--- config.mk ---
export PLATFORM = sky130hd
export DESIGN_NAME = fp_mul_pipe
export DESIGN_NICKNAME = d
export VERILOG_FILES = /design/src/rtl/fp_mul_pipe.sv
export SDC_FILE = /design/constraint.sdc
export NUM_CORES = 2
export LEC_CHECK = 0
export CAP_MARGIN = 25
export CORE_ASPECT_RATIO = 1.5
export CORE_MARGIN = 2
export CORE_UTILIZATION = 30
export DETAILED_ROUTE_END_ITERATION = 6
export PLACE_DENSITY = 0.52
export SYNTH_ARGS = -nofsm -noshare
export SYNTH_HDL_FRONTEND = slang
export SYNTH_SLANG_ARGS = --single-unit
--- constraint.sdc ---
create_clock -name clk -period 9.7 [get_ports clk]
set_clock_uncertainty 0.2 [all_clocks]
set_input_delay 1.455 -clock clk [delete_from_list [all_inputs] [get_ports clk]]
set_output_delay 1.455 -clock clk [all_outputs]
set_load 0.1 [all_outputs]
--- src/rtl/fp_mul_pipe.sv ---
// fp_mul_pipe: three-stage pipelined floating-point multiplier with a
// valid/ready handshake on both sides.
//
// Word format is {sign, exp[E_BIT-1:0], frac[F_BIT-1:0]}. Subnormal inputs are
// treated as signed zero. Every stage can hold a result. A held stage keeps
// its contents, and empty stages always accept, so bubbles collapse.
//
// Build option: define FP_MUL_RNE_EN for round-to-nearest-even, where overflow
// gives signed infinity. Without it, results are truncated and overflow
// saturates to signed max finite. The flags are the same in both builds.
//
// Ports:
//   clk        clock, rising edge
//   rst_n      synchronous active-low reset
//   in_valid   operand pair valid
//   in_ready   stage 1 can accept (combinational from out_ready)
//   in_a/in_b  operands
//   out_valid  result valid
//   out_ready  downstream accepts
//   out_p      product
//   out_flags  {invalid, overflow, underflow, inexact} for out_p
module fp_mul_pipe #(
  parameter int  E_BIT = 8,
  parameter int  F_BIT = 23,
  localparam int W     = 1 + E_BIT + F_BIT
) (
  input  logic         clk,
  input  logic         rst_n,
  input  logic         in_valid,
  output logic         in_ready,
  input  logic [W-1:0] in_a,
  input  logic [W-1:0] in_b,
  output logic         out_valid,
  input  logic         out_ready,
  output logic [W-1:0] out_p,
  output logic [3:0]   out_flags
);

  localparam int PW = 2 * F_BIT + 2;
  localparam int XW = E_BIT + 2;
  localparam logic signed [XW-1:0] BIAS_S     = XW'((1 << (E_BIT - 1)) - 1);
  localparam logic signed [XW-1:0] EXP_ONES_S = XW'((1 << E_BIT) - 1);
  // Selects the product bits below the round bit when no normalising shift occurs.
  localparam logic [F_BIT-2:0] STICKY_MASK = {(F_BIT - 1){1'b1}} >> 1;
  localparam logic [W-1:0] CANON_NAN = {1'b0, {E_BIT{1'b1}}, 1'b1, {(F_BIT - 1){1'b0}}};

`ifdef FP_MUL_RNE_EN
  // The result is one bit wider than the fraction. The top bit is the carry into the exponent.
  function automatic logic [F_BIT:0] round_sig(input logic [F_BIT-1:0] frac,
                                               input logic g, input logic r, input logic s);
    logic up;
    up = g & (r | s | frac[0]);
    return {1'b0, frac} + {{F_BIT{1'b0}}, up};
  endfunction

  function automatic logic [W-1:0] ovf_value(input logic s);
    return {s, {E_BIT{1'b1}}, {F_BIT{1'b0}}};
  endfunction
`else
  function automatic logic [F_BIT:0] round_sig(input logic [F_BIT-1:0] frac);
    return {1'b0, frac};
  endfunction

  function automatic logic [W-1:0] ovf_value(input logic s);
    return {s, {(E_BIT - 1){1'b1}}, 1'b0, {F_BIT{1'b1}}};
  endfunction
`endif

  logic v1_q, v1_d, v2_q, v2_d, v3_q, v3_d;
  logic adv1, adv2, adv3;

  // Each stage moves when it is empty or when the stage after it moves.
  always_comb begin
    adv3 = !v3_q || out_ready;
    adv2 = !v2_q || adv3;
    adv1 = !v1_q || adv2;
  end

  assign in_ready  = adv1;
  assign out_valid = v3_q;

  logic [E_BIT-1:0] ea, eb;
  logic [F_BIT-1:0] fa, fb;
  logic a_zero, a_inf, a_nan, b_zero, b_inf, b_nan;

  assign ea = in_a[W-2:F_BIT];
  assign eb = in_b[W-2:F_BIT];
  assign fa = in_a[F_BIT-1:0];
  assign fb = in_b[F_BIT-1:0];

  always_comb begin
    a_zero = (ea == '0);
    b_zero = (eb == '0);
    a_inf  = (ea == {E_BIT{1'b1}}) && (fa == '0);
    b_inf  = (eb == {E_BIT{1'b1}}) && (fb == '0);
    a_nan  = (ea == {E_BIT{1'b1}}) && (fa != '0);
    b_nan  = (eb == {E_BIT{1'b1}}) && (fb != '0);
  end

  // ---- stage 1: classify, multiply significands, add exponents ----
  logic                 sign_p1_q, sign_p1_d, nan_p1_q, nan_p1_d, inv_p1_q, inv_p1_d;
  logic                 inf_p1_q, inf_p1_d, zero_p1_q, zero_p1_d;
  logic signed [XW-1:0] exp_p1_q, exp_p1_d;
  logic [PW-1:0]        prod_p1_q, prod_p1_d;

  always_comb begin
    v1_d      = adv1 ? in_valid : v1_q;
    sign_p1_d = sign_p1_q;
    nan_p1_d  = nan_p1_q;
    inv_p1_d  = inv_p1_q;
    inf_p1_d  = inf_p1_q;
    zero_p1_d = zero_p1_q;
    exp_p1_d  = exp_p1_q;
    prod_p1_d = prod_p1_q;
    if (adv1 && in_valid) begin
      sign_p1_d = in_a[W-1] ^ in_b[W-1];
      nan_p1_d  = a_nan | b_nan | (a_inf & b_zero) | (a_zero & b_inf);
      // inf x zero is invalid only when no operand is already NaN.
      inv_p1_d  = !(a_nan | b_nan) & ((a_inf & b_zero) | (a_zero & b_inf));
      inf_p1_d  = a_inf | b_inf;
      zero_p1_d = a_zero | b_zero;
      exp_p1_d  = $signed({2'b00, ea}) + $signed({2'b00, eb}) - BIAS_S;
      prod_p1_d = {{(F_BIT + 1){1'b0}}, 1'b1, fa} * {{(F_BIT + 1){1'b0}}, 1'b1, fb};
    end
  end

  // ---- stage 2: normalise and split out guard/round/sticky ----
  logic                 sign_p2_q, sign_p2_d, nan_p2_q, nan_p2_d, inv_p2_q, inv_p2_d;
  logic                 inf_p2_q, inf_p2_d, zero_p2_q, zero_p2_d;
  logic signed [XW-1:0] exp_p2_q, exp_p2_d;
  logic [F_BIT-1:0]     frac_p2_q, frac_p2_d;
  logic                 g_p2_q, g_p2_d, r_p2_q, r_p2_d, s_p2_q, s_p2_d;
  logic                 msb_p1;

  always_comb begin
    msb_p1    = prod_p1_q[PW-1];
    v2_d      = adv2 ? v1_q : v2_q;
    sign_p2_d = sign_p2_q;
    nan_p2_d  = nan_p2_q;
    inv_p2_d  = inv_p2_q;
    inf_p2_d  = inf_p2_q;
    zero_p2_d = zero_p2_q;
    exp_p2_d  = exp_p2_q;
    frac_p2_d = frac_p2_q;
    g_p2_d    = g_p2_q;
    r_p2_d    = r_p2_q;
    s_p2_d    = s_p2_q;
    if (adv2 && v1_q) begin
      sign_p2_d = sign_p1_q;
      nan_p2_d  = nan_p1_q;
      inv_p2_d  = inv_p1_q;
      inf_p2_d  = inf_p1_q;
      zero_p2_d = zero_p1_q;
      // A product in [2,4) is shifted right one place, which means every field moves up a bit.
      exp_p2_d  = exp_p1_q + $signed({{(XW - 1){1'b0}}, msb_p1});
      frac_p2_d = msb_p1 ? prod_p1_q[PW-2:F_BIT+1] : prod_p1_q[PW-3:F_BIT];
      g_p2_d    = msb_p1 ? prod_p1_q[F_BIT]       : prod_p1_q[F_BIT-1];
      r_p2_d    = msb_p1 ? prod_p1_q[F_BIT-1]     : prod_p1_q[F_BIT-2];
      s_p2_d    = msb_p1 ? |prod_p1_q[F_BIT-2:0]  : |(prod_p1_q[F_BIT-2:0] & STICKY_MASK);
    end
  end

  // ---- stage 3: round, range check, special values ----
  logic [W-1:0]         out_p_q, out_p_d;
  logic [3:0]           out_flags_q, out_flags_d;
  logic [F_BIT:0]       rounded;
  logic signed [XW-1:0] exp_r;
  logic                 tiny;

  always_comb begin
`ifdef FP_MUL_RNE_EN
    rounded = round_sig(frac_p2_q, g_p2_q, r_p2_q, s_p2_q);
`else
    rounded = round_sig(frac_p2_q);
`endif
    // A rounding carry wraps the fraction to zero, which gives significand 1.0 at exponent+1.
    exp_r       = exp_p2_q + $signed({{(XW - 1){1'b0}}, rounded[F_BIT]});
    tiny        = exp_p2_q[XW-1] || (exp_p2_q == '0);
    v3_d        = adv3 ? v2_q : v3_q;
    out_p_d     = out_p_q;
    out_flags_d = out_flags_q;
    if (adv3 && v2_q) begin
      if (nan_p2_q) begin
        out_p_d     = CANON_NAN;
        out_flags_d = {inv_p2_q, 3'b000};
      end else if (inf_p2_q) begin
        out_p_d     = {sign_p2_q, {E_BIT{1'b1}}, {F_BIT{1'b0}}};
        out_flags_d = 4'b0000;
      end else if (zero_p2_q) begin
        out_p_d     = {sign_p2_q, {(W - 1){1'b0}}};
        out_flags_d = 4'b0000;
      end else if (tiny) begin
        out_p_d     = {sign_p2_q, {(W - 1){1'b0}}};
        out_flags_d = 4'b0011;
      end else if (exp_r >= EXP_ONES_S) begin
        out_p_d     = ovf_value(sign_p2_q);
        out_flags_d = 4'b0101;
      end else begin
        out_p_d     = {sign_p2_q, exp_r[E_BIT-1:0], rounded[F_BIT-1:0]};
        out_flags_d = {3'b000, g_p2_q | r_p2_q | s_p2_q};
      end
    end
  end

  assign out_p     = out_p_q;
  assign out_flags = out_flags_q;

  always_ff @(posedge clk) begin
    if (!rst_n) begin
      v1_q        <= 1'b0;
      v2_q        <= 1'b0;
      v3_q        <= 1'b0;
      out_p_q     <= '0;
      out_flags_q <= '0;
    end else begin
      v1_q        <= v1_d;
      v2_q        <= v2_d;
      v3_q        <= v3_d;
      out_p_q     <= out_p_d;
      out_flags_q <= out_flags_d;
    end
  end

  always_ff @(posedge clk) begin
    sign_p1_q <= sign_p1_d;
    nan_p1_q  <= nan_p1_d;
    inv_p1_q  <= inv_p1_d;
    inf_p1_q  <= inf_p1_d;
    zero_p1_q <= zero_p1_d;
    exp_p1_q  <= exp_p1_d;
    prod_p1_q <= prod_p1_d;
    sign_p2_q <= sign_p2_d;
    nan_p2_q  <= nan_p2_d;
    inv_p2_q  <= inv_p2_d;
    inf_p2_q  <= inf_p2_d;
    zero_p2_q <= zero_p2_d;
    exp_p2_q  <= exp_p2_d;
    frac_p2_q <= frac_p2_d;
    g_p2_q    <= g_p2_d;
    r_p2_q    <= r_p2_d;
    s_p2_q    <= s_p2_d;
  end

endmodule
After elaboration in Yosys (flattened, before gate mapping). Cells that the tools add are included.

Register bits after elaboration: 143. Bits of input ports: 68. Output and inout port bits: 38. Logic and storage cells: 79.

$add $sub $neg: 3. Multiply operators: 1. Magnitude comparators: 1. Equal/unequal tests: 2. Muxes and demuxes: 14. Bitwise operators: 12. Reduce and logical (&&, ||, !) cells: 24.

Operators with widths (count): 31-bit 2-to-1 mux (4); 24-bit by 24-bit multiplier with 48-bit output (1); 23-bit logical NOT (2); 23-bit nonzero test (2); 32-bit 2-to-1 mux (1); 23-bit 2-to-1 mux (1); 22-bit OR reduction (1); 21-bit OR reduction (1); 8-bit == test, second input constant (2); 8-bit logical NOT (2); 3-bit 2-to-1 mux (4); 10-bit by 2-bit adder with 10-bit output (1); 10-bit by 9-bit greater-or-equal comparator with 1-bit output, second input constant (1); 10-bit logical NOT (1); 9-bit by 7-bit subtractor with 10-bit output, second input constant (1); 8-bit by 8-bit adder with 9-bit output (1); 1-bit OR (8); 1-bit logical AND (7); 1-bit logical NOT (4); 1-bit logical OR (4); 4-bit 2-to-1 mux (1); 1-bit AND (3); 1-bit 2-to-1 mux (3); 1-bit XOR (1).

Longest topological paths before layout.
Depth after elaboration: 7. Gate-level depth with buffers: 26. Gate-level depth less buffers: 23.

Least setup slack after synthesis. OpenSTA, ideal clock, no wires.

Kind: input -> register. From: input in_a[22]. To: register prod_p1_q[39], data pin. Setup time: 0.158 ns. Data arrival time: 7.428 ns. Required time: 9.342 ns. Slack: 1.914 ns. Cell stages on the path: 23. Buffers on the path: 2. Cell sequence: clkbuf_1 inv_1 nor2_1 fa_1 fa_1 inv_1 fa_1 inv_1 fa_1 fa_1 fa_1 inv_1 fa_1 inv_1 ha_1 buf_6 a21oi_1 o21ai_1 a221oi_2 a21boi_2 a311oi_2 mux2_2 a211oi_2.

Word-level cells in the longest chain between the ends: 1.

RTL lines: start: declaration (RTL line 31) `input logic [W-1:0] in_a,`; 24-bit by 24-bit multiplier with 48-bit output (RTL line 123) `prod_p1_d = {{(F_BIT + 1){1'b0}}, 1'b1, fa} * {{(F_BIT + 1){1'b0}}, 1'b1, fb};`; end signal: assignment (RTL line 231) `prod_p1_q <= prod_p1_d;`; end: declaration (RTL line 104) `logic [PW-1:0] prod_p1_q, prod_p1_d;`.

Every way passes these cells. A chain may end at the register's enable or synchronous reset.

Worst setup path after layout.
From: input in_a[14]. To: register prod_p1_q[32], data pin.

Same word-level chain as after synthesis.

==> key figures <==
Outcome
  – Result of the run: finished, final reports clean

Finish
  – Total inserted antenna cells: 0
  – P&R area growth vs syn: 12.6%
  – Layout Utilization: between 30% and 40%
  – Area occupied by registers: ~3900 um2
  – Filler Cell Count: 8,540
  – Net total in the final layout: between 3,000 and 4,000
  – Area taken by multi-input logic gates: approximately 18,000 um2
  – Share of post-route cells with drive strength above 1: under 10%

STA
  – Minimum period implied by the final worst setup slack: about 8.7 ns
  – Number of hold violations in the final report: 0
  – Aggregate negative setup slack: 0 ns
  – Final Slew Violations: 0
  – Slew margin rel.: about 30%
  – Post-route fraction of the period consumed by the critical path: about nine tenths
  – Tightest Pin Transition: 1.04 ns
  – Unrepaired setup endpoints after global routing: false
  – Total setup violations reported at the end of the flow: 0
  – Achievable Freq: around 110 MHz

CTS
  – Hold buffer count at CTS: 0
  – Num CTS Buffers: 17
  – Clock latency on the worst-skew pair: 0.42 ns
  – Worst-path clk slew: 0.06 ns
  – CTS-repair resized insts: 0
  – Clock Tree Buf Depth: 2
  – Max H-tree Level: 4
  – Clock Sink Count: roughly 140
  – TritonCTS clock tree: built
  – Root cell of the clock tree: clkbuf_16
  – Number of buffers inserted by post-CTS setup repair: 0

Worst setup path
  – Slowest Stage Delay on Critical Path: roughly 0.97 ns
  – Signal arrival time at the worst endpoint: 8.77 ns
  – CP Depth: 23
  – Startpoint of the worst-slack reg-to-reg timing path: out_valid$_SDFFE_PN0P_
  – Endpoint of the worst register-to-register path: out_p[11]$_SDFFE_PN0P_
  – CP Capture Type: register
  – Required time at the endpoint of the critical path: slightly below 10 ns
  – Category of the critical setup timing path: in -> reg
  – Number of buffers and inverters on the critical path: 7
  – Worst reg-to-reg path cell count: 7
  – Cell with the biggest individual delay on the critical path: clkdlybuf4s50_1
  – Beginning of the critical path: in_a[14]
  – Critical Path Fanout Max: 10
  – Type of origin of the critical path: input port
  – Kind of cell adding the most delay to the critical path: adder cells
  – Most repeated library cell on the critical path: fa_1
  – Register-to-Register Setup Slack: approximately 7.5 ns
  – Critical Path, Cell by Cell: clkdlybuf4s50_1, buf_4, nand2_1, fa_1, inv_1, fa_1, inv_1, fa_1, inv_1, fa_1, fa_1, fa_1, inv_1, fa_1, inv_1, ha_1, nand4_2, nor4_1, or4b_1, nand3_2, a41oi_2, o21ai_2, xor2_1
  – Endpoint of the worst setup timing path: prod_p1_q[32]$_DFFE_PP_

Yosys
  – Share of flip-flops with an asynchronous set or reset: 0%
  – Flip-flop and latch count after synthesis: between 100 and 150
  – Total number of yosys warnings: 0
  – Cells after synthesis: approximately 2,600
  – Dominant cell type by area after synthesis: fa_1
  – Number of distinct standard cells referenced by the synthesized netlist: 80
  – Nets in the synthesized netlist: 3,359
  – Main area contributors after synthesis: fa_1, edfxtp_1, ha_1
  – Primary flip-flop cell chosen by synthesis mapping: edfxtp_1
  – Synthesized area: about 25,000 um2
  – Sequential element share of the synthesized area: 15.7%
  – Syn avg cell area: around 9.5 um2
  – Number of synthesized flops with an enable pin: about 100
  – Portion of synthesized cell area occupied by the leading cell type: 38.8%

Global routing
  – Global-route wire length before repair: approximately 110,000 um
  – Largest net degree at the start of global routing: between 60 and 70
  – Leftover overflow at the end of global routing: 0
  – Tot GR Track Use: between 10% and 20%
  – Via count of the first global-routing pass: between 15,000 and 20,000
  – Antenna violations before repair: 1

Worst hold path
  – Type of the worst min-delay path: reg -> reg
  – Critical hold path startpoint: nan_p1_q$_DFFE_PP_

Route
  – Antenna Violating Nets Remaining: 0
  – Vias per cell: approximately 4.7
  – Remaining routing DRC violations: 0
  – Post-Route WL: about 71,000 um
  – WL per Instance: between 15 and 20 um
  – DR iter-0 viols: around 830
  – Length of the first detailed-routing pass in iterations: 5
  – Number of vias in the routed layout: around 18,000

Floorplanning
  – Ports placed on the boundary: 106
  – Floorplan core area: approximately 82,000 um2
  – Initial Util: between 30 and 40%
  – Std cell rows: roughly 130
  – Die area: about 85,000 um2
  – DIE WIDTH: 239 um
  – DIE HEIGHT: approximately 360 um

Placement
  – Post-DP HPWL: between 60,000 and 70,000 um
  – Port Buffers: 105
  – Routability Congestion: 0.868

Run
  – Maximum Capacitance Violations: 0
cell usage after synthesis, types with 3 or more instances:
cell	number
a221oi_2	3
a31oi_1	8
nor2b_1	11
nor4_1	18
xor2_1	20
nand2b_1	3
and2_1	247
nor3_1	11
clkinv_1	4
nand2_1	317
and3_1	7
buf_1	3
edfxtp_1	104
and4_1	3
o31ai_1	3
or4_1	7
mux2_2	26
a21boi_0	18
a21boi_1	9
ha_1	190
o21ai_1	12
xnor2_1	36
clkbuf_1	111
inv_1	590
a21oi_1	68
nor2_1	66
nand3_1	19
o2111ai_1	3
buf_2	9
or3_1	3
or2_2	5
o211ai_1	5
a21o_1	21
nor3b_1	3
fa_1	483
o21a_1	5
o21bai_1	11
nand4_1	16
dfxtp_1	39
o21ai_0	52
per-layer routing:
layer  routed length [um]  track usage [%]  up-vias
met5                    0                0        -
met4                 4320             9.44        0
met3                 2610             1.88      147
met2                36800             31.9      464
met1                27600             19.5     8970
li1                     -                -     8152
worst min-delay path by stage:
stage | endpoint | cells past startpoint
2_1_floorplan | inf_p2_q$_DFFE_PP_ | 0
6_report | nan_p2_q$_DFFE_PP_ | 0
3_5_place_dp | zero_p2_q$_DFFE_PP_ | 0
4_1_cts | zero_p2_q$_DFFE_PP_ | 0
3_3_place_gp | inv_p2_q$_DFFE_PP_ | 0
5_1_grt | zero_p2_q$_DFFE_PP_ | 0
layout make-up:
type,count,area share (%)
clock buffers,25,1.88
clock inverters,7,0.169
inverters,594,7.95
multi-input cells,1757,65.3
flip-flops and latches,143,13.9
well taps,1048,4.67
repair buffers,191,6.09
registers in the layout, summed over array words and instances, names as in the netlist, 4 cells and up:
signal     cells
exp_p2_q      10
frac_p2_q     23
out_p         32
out_flags      4
exp_p1_q      10
prod_p1_q     48
logic make-up (layout without fill, tap and decap cells):
kind of cell             count (synthesis)  after routing  share of synthesized area, %
multiplexers                            26             26                          1.17
XOR/XNOR                                56             56                          1.97
adder cells (fa/ha/maj)                673            673                          48.3
AND/OR/NAND/NOR                        748            748                          15.1
AO/OA/AOI/OAI                          254            254                          6.89
buffers and inverters                  718            817                          10.9
flip-flops                             143            143                          15.7
per-stage QoR:
step	hold slack (ns)	instances	instance area, um2	worst slack, ns
final	0.219	3765	28100	0.970
after global routing	0.229	3765	28100	0.632
after CTS	0.220	3765	28100	0.959
after detailed placement	0.206	3733	27500	0.504
after global placement	0.204	3733	27500	0.534
after floorplan	0.200	2618	24900	1.91
cell usage in the layout, fill, tap and decap left out, drive strengths merged, types with 11 or more instances in the layout:
cell | Yosys | layout
xnor2 | 36 | 36
nor3 | 11 | 11
fa | 483 | 483
dfxtp | 39 | 39
nor2 | 66 | 66
a21boi | 28 | 28
mux2 | 26 | 26
o21bai | 11 | 11
nand4 | 17 | 17
nor2b | 11 | 11
buf | 13 | 86
a21oi | 69 | 69
nand2 | 319 | 319
a21o | 21 | 21
edfxtp | 104 | 104
nor4 | 19 | 19
and2 | 248 | 248
clkbuf | 111 | 25
xor2 | 20 | 20
o21ai | 65 | 65
inv | 590 | 593
nand3 | 21 | 21
ha | 190 | 190
clkdlybuf4s50 | 0 | 105
Power is not shown: default switching activity piles up to over one toggle a cycle in this logic, so the estimate is an artifact.
